**src/rtl/riscv_pipe_ctrl_pkg.sv**
```systemverilog
// Shared types and constants for the RV32I pipeline sequencing logic.
package riscv_pipe_ctrl_pkg;

    typedef enum logic [1:0] {
        RUN        = 2'd0,
        LOAD_STALL = 2'd1,
        REDIRECT   = 2'd2
    } pipe_state_t;

    localparam logic [31:0] NOP_INSTR = 32'h0000_0013;
    localparam logic [4:0]  REG_X0    = 5'd0;

endpackage

```
**src/rtl/pipeline_hazard_controller_load_use_detect.sv**
```systemverilog
// Combinational load-use comparator: ID source registers against the EX load destination.
module load_use_detect
    import riscv_pipe_ctrl_pkg::*;
(
    input  logic       ex_mem_read_i,
    input  logic [4:0] ex_rd_i,
    input  logic [4:0] id_rs1_i,
    input  logic [4:0] id_rs2_i,
    input  logic       id_uses_rs1_i,
    input  logic       id_uses_rs2_i,
    output logic       load_use_o
);

    logic rd_live;
    logic rs1_hit;
    logic rs2_hit;

    // x0 is hard-wired to zero, so a load targeting it never creates a dependency.
    assign rd_live    = (ex_rd_i != REG_X0);
    assign rs1_hit    = id_uses_rs1_i && (id_rs1_i == ex_rd_i);
    assign rs2_hit    = id_uses_rs2_i && (id_rs2_i == ex_rd_i);
    assign load_use_o = ex_mem_read_i && rd_live && (rs1_hit || rs2_hit);

endmodule

```
**src/rtl/pipeline_hazard_controller.sv**
```systemverilog
// Pipeline stall/flush/redirect sequencer for the 5-stage RV32I core.
// Optional performance counters are built when HAZARD_PERF_CNT_EN is defined.
module pipeline_hazard_controller
    import riscv_pipe_ctrl_pkg::*;
#(
    parameter int LOAD_STALL_CYCLES = 1,
    parameter int FLUSH_CYCLES      = 1,
    parameter int CNT_W             = 3
) (
    input  logic        clk,
    input  logic        reset,
    input  logic [4:0]  id_rs1_i,
    input  logic [4:0]  id_rs2_i,
    input  logic        id_uses_rs1_i,
    input  logic        id_uses_rs2_i,
    input  logic        ex_mem_read_i,
    input  logic [4:0]  ex_rd_i,
    input  logic        ex_branch_taken_i,
    input  logic        ex_jal_i,
    input  logic        ex_jalr_i,
    input  logic [31:0] ex_target_i,
    input  logic        mem_stall_i,
    output logic        pc_enable_o,
    output logic        if_id_enable_o,
    output logic        id_ex_enable_o,
    output logic        ex_mem_enable_o,
    output logic        mem_wb_enable_o,
    output logic        if_id_flush_o,
    output logic        id_ex_flush_o,
    output logic        pc_redirect_o,
    output logic [31:0] pc_redirect_target_o
`ifdef HAZARD_PERF_CNT_EN
    ,
    output logic [31:0] stall_count_o,
    output logic [31:0] flush_count_o,
    output logic [31:0] freeze_count_o
`endif
);

    localparam logic [CNT_W-1:0] LS_INIT = CNT_W'(LOAD_STALL_CYCLES - 1);
    localparam logic [CNT_W-1:0] FL_INIT = CNT_W'(FLUSH_CYCLES - 1);
    localparam logic [CNT_W-1:0] CNT_ONE = CNT_W'(1);

    pipe_state_t      state_q, state_d;
    logic [CNT_W-1:0] cnt_q, cnt_d;
    logic             load_use;
    logic             redirect_req;

    load_use_detect u_load_use_detect (
        .ex_mem_read_i (ex_mem_read_i),
        .ex_rd_i       (ex_rd_i),
        .id_rs1_i      (id_rs1_i),
        .id_rs2_i      (id_rs2_i),
        .id_uses_rs1_i (id_uses_rs1_i),
        .id_uses_rs2_i (id_uses_rs2_i),
        .load_use_o    (load_use)
    );

    assign redirect_req         = ex_branch_taken_i || ex_jal_i || ex_jalr_i;
    assign pc_redirect_target_o = ex_target_i;

    always_comb begin
        state_d         = state_q;
        cnt_d           = cnt_q;
        pc_enable_o     = 1'b1;
        if_id_enable_o  = 1'b1;
        id_ex_enable_o  = 1'b1;
        ex_mem_enable_o = 1'b1;
        mem_wb_enable_o = 1'b1;
        if_id_flush_o   = 1'b0;
        id_ex_flush_o   = 1'b0;
        pc_redirect_o   = 1'b0;

        if (reset) begin
            if_id_flush_o = 1'b1;
            id_ex_flush_o = 1'b1;
            state_d       = RUN;
            cnt_d         = '0;
        end else if (mem_stall_i) begin
            pc_enable_o     = 1'b0;
            if_id_enable_o  = 1'b0;
            id_ex_enable_o  = 1'b0;
            ex_mem_enable_o = 1'b0;
            mem_wb_enable_o = 1'b0;
        end else if (redirect_req) begin
            // Any pending load-use stall is dropped: the ID instruction is being squashed.
            pc_redirect_o = 1'b1;
            if_id_flush_o = 1'b1;
            id_ex_flush_o = 1'b1;
            if (FLUSH_CYCLES > 1) begin
                state_d = REDIRECT;
                cnt_d   = FL_INIT;
            end else begin
                state_d = RUN;
                cnt_d   = '0;
            end
        end else begin
            case (state_q)
                REDIRECT: begin
                    if_id_flush_o = 1'b1;
                    id_ex_flush_o = 1'b1;
                    if (cnt_q <= CNT_ONE) begin
                        state_d = RUN;
                        cnt_d   = '0;
                    end else begin
                        cnt_d = cnt_q - CNT_ONE;
                    end
                end
                LOAD_STALL: begin
                    pc_enable_o    = 1'b0;
                    if_id_enable_o = 1'b0;
                    id_ex_flush_o  = 1'b1;
                    if (cnt_q <= CNT_ONE) begin
                        state_d = RUN;
                        cnt_d   = '0;
                    end else begin
                        cnt_d = cnt_q - CNT_ONE;
                    end
                end
                default: begin
                    state_d = RUN;
                    if (load_use) begin
                        pc_enable_o    = 1'b0;
                        if_id_enable_o = 1'b0;
                        id_ex_flush_o  = 1'b1;
                        if (LOAD_STALL_CYCLES > 1) begin
                            state_d = LOAD_STALL;
                            cnt_d   = LS_INIT;
                        end
                    end
                end
            endcase
        end
    end

    always_ff @(posedge clk) begin
        if (reset) begin
            state_q <= RUN;
            cnt_q   <= '0;
        end else begin
            state_q <= state_d;
            cnt_q   <= cnt_d;
        end
    end

`ifdef HAZARD_PERF_CNT_EN
    logic [31:0] stall_cnt_q;
    logic [31:0] flush_cnt_q;
    logic [31:0] freeze_cnt_q;

    // Outside reset and freeze, a low PC enable can only come from a load-use stall.
    always_ff @(posedge clk) begin
        if (reset) begin
            stall_cnt_q  <= '0;
            flush_cnt_q  <= '0;
            freeze_cnt_q <= '0;
        end else begin
            if (!mem_stall_i && !pc_enable_o) stall_cnt_q <= stall_cnt_q + 32'd1;
            if (if_id_flush_o)                flush_cnt_q <= flush_cnt_q + 32'd1;
            if (mem_stall_i)                  freeze_cnt_q <= freeze_cnt_q + 32'd1;
        end
    end

    assign stall_count_o  = stall_cnt_q;
    assign flush_count_o  = flush_cnt_q;
    assign freeze_count_o = freeze_cnt_q;
`endif

endmodule

```
**config.mk**
```make
export PLATFORM = sky130hd
export DESIGN_NAME = pipeline_hazard_controller
export DESIGN_NICKNAME = d
export VERILOG_FILES = /design/src/rtl/riscv_pipe_ctrl_pkg.sv /design/src/rtl/pipeline_hazard_controller_load_use_detect.sv /design/src/rtl/pipeline_hazard_controller.sv
export SDC_FILE = /design/constraint.sdc
export NUM_CORES = 1
export LEC_CHECK = 0
export BUFFER_PORTS_ARGS = -buffer_cell sky130_fd_sc_hd__buf_4
export CORE_MARGIN = 3
export CORE_UTILIZATION = 27
export DETAILED_ROUTE_END_ITERATION = 6
export PLACE_DENSITY = 0.95
export SLEW_MARGIN = 10
export SYNTH_ARGS = -nofsm -noshare
export SYNTH_HDL_FRONTEND = slang
export SYNTH_HIERARCHICAL = 1
export SYNTH_SLANG_ARGS = --single-unit
export TNS_END_PERCENT = 30
```
**constraint.sdc**
```tcl
create_clock -name clk -period 3 [get_ports clk]
set_input_delay 0.6 -clock clk [delete_from_list [all_inputs] [get_ports clk]]
set_output_delay 0.6 -clock clk [all_outputs]
set_load 0.02 [all_outputs]
```
==> key figures, run 1 <==
Clock network
  – PostCTS Resize Cnt: 0
  – Post-CTS Hold Fix Bufs: 0
  – Post-CTS Setup Inserts: 0

Global routing
  – GRT overflow: 0
  – Initial antenna violation count: 0
  – Pin count of the biggest net entering global routing: 5
  – GRT Overall Usage: 6.43%
  – Vias in the first global route: 275
  – First-pass GRT wire length: 1070 um

Finish
  – # fillers: 162
  – Ratio of cells with drive above 1 in the final layout: 57.9%
  – CLK BUF: 0
  – Most frequent cells in the layout: buf_4 (31), xor2_1 (8)
  – Commonest non-fill, non-tap cell in the layout: buf_4
  – Post-layout nets: 115
  – Area delta synth->final: -2.25%
  – N_diodes: 0
  – Seq cells: 0
  – FF+latch area: 0 um^2
  – Post-Layout Inst Area: 435 um^2
  – Final Util: 28.6%

Place
  – RePlAce Congestion: 0.609
  – Placement Cell Area: 435 um^2
  – DPL Wire Length: 784 um
  – Port Buffers: 31

Floorplan
  – Core Area: 0.00152 mm^2
  – Die Y: 46.6 um
  – I/O pin total: 96
  – Die area: 0.00217 mm^2
  – Die width: 46.6 um
  – Initial core utilization: 29.2%
  – Number of cell rows: 14

STA
  – Max-slew headroom: 83.5%
  – Fin. Hold Viols: 0
  – Pins Over Slew Limit: 0
  – Final worst path period need: 2.48 ns
  – F_max: 404 MHz
  – Final setup violating endpoints: 0
  – Hold slack: 1.20 ns
  – Setup TNS: 0 ns
  – Period utilisation layout: 82.5%
  – RSZ-0062 raised after global routing: false
  – Worst Tran Pin Value: 0.245 ns

Critical path
  – Crit. End Element: primary output
  – Crit path DAT: 1.88 ns
  – Startpoint types: input pin
  – Req. time, crit path: 2.40 ns
  – CP Class: in -> out
  – CP Max Fanout: 3

Logic synthesis
  – Post-Syn Area: 445 um^2
  – Instance count of the mapped netlist: 61
  – Yosys warning count: 6
  – Post-Synthesis Net Count: 117
  – Avg Cell Area, Syn: 7.30 um^2
  – Synth unique cells: 16
  – Sequential area share after synthesis: 0%

Route
  – Detailed Route WL: 909 um
  – DRC: 0
  – DRT antenna net count: 0
  – Initial detailed-routing violation count: 0
  – Routed WL per cell: 12.5 um
  – Drt first pass iters: 1
  – Via count: 334
  – Vias per cell: 4.58

Run status
  – Status: complete, no violations

Hold path
  – Hold Crit Class: in -> out

Job
  – Max cap viols: 0

Pwr
  – Maximum VDD drop: 28.6 uV
  – Final total power: 0.0630 mW
  – P per Cell Area: 145 mW/mm^2
  – Leak Pwr: 0.209 nW
-- kinds of logic (layout without fill, tap and decap cells) --
logic type / count (synthesis) / in the layout / share of synthesized area [%]
buffers and inverters: 37 / 33 / 60.7
xor gates and xnor gates: 10 / 10 / 19.7
and+or+nand+nor: 9 / 9 / 13.8
AOI/OAI and AO/OA: 5 / 5 / 5.90
-- metrics by stage --
| stage | cells | setup slack, ns |
|---|---|---|
| after detailed placement | 73 | 0.509 |
| final | 73 | 0.525 |
| after CTS | 73 | 0.500 |
| after global placement | 73 | 0.553 |
| after global routing | 73 | 0.426 |
| after floorplan | 61 | 0.472 |
-- report_power, final --
group	internal (mW)	leakage, nW	total [mW]	switching (mW)
clock network	0	0	0	0
registers	0	0	0	0
logic	0.0357	0.209	0.0630	0.0273
total	0.0357	0.209	0.0630	0.0273
-- cells in the mapped netlist --
library cell	count	area share, %
inv_1	2	1.7
buf_4	35	59
xor2_1	8	16
nand3_1	2	2.2
nor2b_1	1	1.4
a31oi_1	1	1.4
or4_1	1	1.7
nor4_1	1	1.4
nor3_1	1	1.1
o21ai_1	1	1.1
nor4_2	1	2.8
xnor2_1	2	3.9
a21oi_1	2	2.2
o21ai_0	1	1.1
nor3_2	1	2.2
nor2_1	1	0.84
-- per-layer routing --
metal	GRT usage (%)	routed length, um
met4	4.97	43
met5	0	0
met2	12.1	446
met1	5.00	235
met3	2.73	183
-- path summary, 6_finish.rpt --
kind                       startpoint                       end  slack [ns]  depth (start not counted)
worst max-delay path       ex_rd_i[0]             id_ex_flush_o        0.52                          8
worst min-delay path  ex_target_i[13]  pc_redirect_target_o[13]        1.20                          0
-- cell type report --
type,instances,area [um^2],area share [%]
tap,16,20.0,4.60
timing repair buffer,31,233,53.4
multi-input combinational,24,175,40.2
inverter,2,7.51,1.72
-- critical path, cell delays in order --
cell and delay, ns:
buf_4 0.12, xor2_1 0.16, nor4_2 0.28, nand3_1 0.10
a21oi_1 0.23, nor2_1 0.08, a21oi_1 0.14, buf_4 0.15
Note: power is estimated with default switching activity, not from simulation.
==> run 2: changes to the inputs <==
--- a/config.mk
+++ b/config.mk
@@ -7,9 +7,9 @@
 export LEC_CHECK = 0
 export BUFFER_PORTS_ARGS = -buffer_cell sky130_fd_sc_hd__buf_4
 export CORE_MARGIN = 3
-export CORE_UTILIZATION = 27
+export CORE_UTILIZATION = 25
 export DETAILED_ROUTE_END_ITERATION = 6
-export PLACE_DENSITY = 0.95
+export PLACE_DENSITY = 0.89
 export SLEW_MARGIN = 10
 export SYNTH_ARGS = -nofsm -noshare
 export SYNTH_HDL_FRONTEND = slang
==> constraint.sdc (replaced) <==
create_clock -name clk -period 2.3 [get_ports clk]
set_input_delay 0.46 -clock clk [delete_from_list [all_inputs] [get_ports clk]]
set_output_delay 0.46 -clock clk [all_outputs]
set_load 0.02 [all_outputs]
==> run 2 against run 1 <==
- power grew 31%
- die area increased by 7.0%
- cell count increased by 11%
- largest cell class unchanged
- largest power group unchanged
- highest routed layer unchanged
==> key figures, run 2 (synthesis gave the netlist of run 1 again) <==
Finish
  – Post-Layout Inst Area: 445 um^2 (was 435 um^2)
  – Commonest non-fill, non-tap cell in the layout: buf_4 (unchanged)
  – Ratio of cells with drive above 1 in the final layout: 57.9% (unchanged)
  – Post-layout nets: 115 (unchanged)
  – Most frequent cells in the layout: buf_4 (31), xor2_1 (8) (unchanged)
  – CLK BUF: 0 (unchanged)
  – Post-Layout Cell Count: 81 (was 73)
  – FF+latch area: 0 um^2 (unchanged)
  – Seq cells: 0 (unchanged)
  – N_diodes: 0 (unchanged)
  – Area delta synth->final: 0% (was -2.25%)
  – # fillers: 175 (was 162)

STA
  – Post-layout worst setup margin: 0.113 ns (was 0.525 ns)
  – Worst Tran Pin Value: 0.295 ns (was 0.245 ns)
  – Period utilisation layout: 95.1%
  – Setup TNS: 0 ns (unchanged)
  – Final worst path period need: 2.19 ns
  – RSZ-0062 raised after global routing: false (unchanged)
  – Final setup violating endpoints: 0 (unchanged)
  – Fin. Hold Viols: 0 (unchanged)
  – Max-slew headroom: 80.2% (was 83.5%)
  – Pins Over Slew Limit: 0 (unchanged)
  – F_max: 457 MHz

Place
  – Placement Cell Area: 445 um^2 (was 435 um^2)
  – DPL Wire Length: 980 um (was 784 um)
  – Pre-CTS setup slack: 0.0860 ns (was 0.509 ns)
  – Dpl cells: 81 (was 73)
  – Port Buffers: 31 (unchanged)
  – RePlAce Congestion: 0.721 (was 0.609)

Floorplan
  – Die Y: 48.2 um (was 46.6 um)
  – Core Area: 0.00159 mm^2 (was 0.00152 mm^2)
  – Die area: 0.00232 mm^2 (was 0.00217 mm^2)
  – Initial core utilization: 27.9% (was 29.2%)
  – Die width: 48.2 um (was 46.6 um)
  – I/O pin total: 96 (unchanged)
  – Number of cell rows: 14 (unchanged)

Route
  – DRT antenna net count: 0 (unchanged)
  – Initial detailed-routing violation count: 1 (was 0)
  – Drt first pass iters: 2 (was 1)
  – Via count: 341 (was 334)
  – Routed WL per cell: 13.2 um (was 12.5 um)
  – Detailed Route WL: 1070 um (was 909 um)
  – Vias per cell: 4.21 (was 4.58)
  – DRC: 0 (unchanged)

Critical path
  – Largest stage delay, worst path: 0.32 ns (was 0.28 ns)
  – CP Class: in -> out (unchanged)
  – Critical-path cell list: buf_4 > xor2_1 > nor4_1 > nand3_1 > a21oi_1 > nor2_1 > a21oi_1 > buf_4 (was buf_4 > xor2_1 > nor4_2 > nand3_1 > a21oi_1 > nor2_1 > a21oi_1 > buf_4)
  – Req. time, crit path: 1.84 ns (was 2.40 ns)
  – CP Max Fanout: 3 (unchanged)
  – Crit. End Element: primary output (unchanged)
  – Startpoint types: input pin (unchanged)
  – Slowest-stage cell, CP: nor4_1 (was nor4_2)
  – Buf/Inv on CP: 2 (unchanged)
  – Crit path DAT: 1.73 ns (was 1.88 ns)
  – Crit path max-delay family: simple AND/OR/NAND/NOR gates (unchanged)

Pwr
  – P per Cell Area: 185 mW/mm^2 (was 145 mW/mm^2)
  – Leak Pwr: 0.209 nW (unchanged)
  – Maximum VDD drop: 36.0 uV (was 28.6 uV)
  – Final total power: 0.0826 mW (was 0.0630 mW)

Clock network
  – PostCTS Resize Cnt: 0 (unchanged)
  – Post-CTS Setup Inserts: 0 (unchanged)
  – Post-CTS Hold Fix Bufs: 0 (unchanged)

Global routing
  – GRT Overall Usage: 6.94% (was 6.43%)
  – First-pass GRT wire length: 1150 um (was 1070 um)
  – Vias in the first global route: 267 (was 275)
  – Initial antenna violation count: 0 (unchanged)
  – Pin count of the biggest net entering global routing: 5 (unchanged)
  – GRT overflow: 0 (unchanged)

Hold path
  – Hold Crit Class: in -> out (unchanged)

Run status
  – Status: complete, no violations (unchanged)

Job
  – Max cap viols: 0 (unchanged)
-- run 2: cell counts in the layout (fill, tap and decap cells not counted) --
No cell type changed its count.
-- run 2: worst paths after layout --
check                      startpoint                        to  slack (ns)  cells past startpoint
worst min-delay path  ex_target_i[16]  pc_redirect_target_o[16]        0.92                      0
worst max-delay path       ex_rd_i[1]             id_ex_flush_o        0.11                      8
-- run 2: area by class of cell --
cell class                 count  area, um^2  share of cell area [%]
tap                           24        30.0                    6.74
multi-input combinational     24         175                    39.3
inverter                       2        7.51                    1.69
timing repair buffer          31         233                    52.2
-- run 2: through the flow --
step | hold WS [ns] | util [%]
global placement | 0.920 | 27.9
detailed placement | 0.920 | 27.9
CTS | 0.920 | 27.9
floorplan | 1.00 | -
global route | 0.920 | 27.9
finish | 0.920 | 27.9
-- run 2: per-layer routing --
metal / track usage (%) / wire length, um / vias to the layer above
met3: 5.17 / 210 / 14
met1: 3.48 / 235 / 136
li1: - / - / 155
met4: 5.91 / 68 / 0
met5: 0 / 0 / -
met2: 13.5 / 553 / 36
-- run 2: power by group --
| part | leakage [nW] | switching, mW | internal [mW] |
|---|---|---|---|
| registers | 0 | 0 | 0 |
| logic | 0.209 | 0.0360 | 0.0465 |
| clock network | 0 | 0 | 0 |
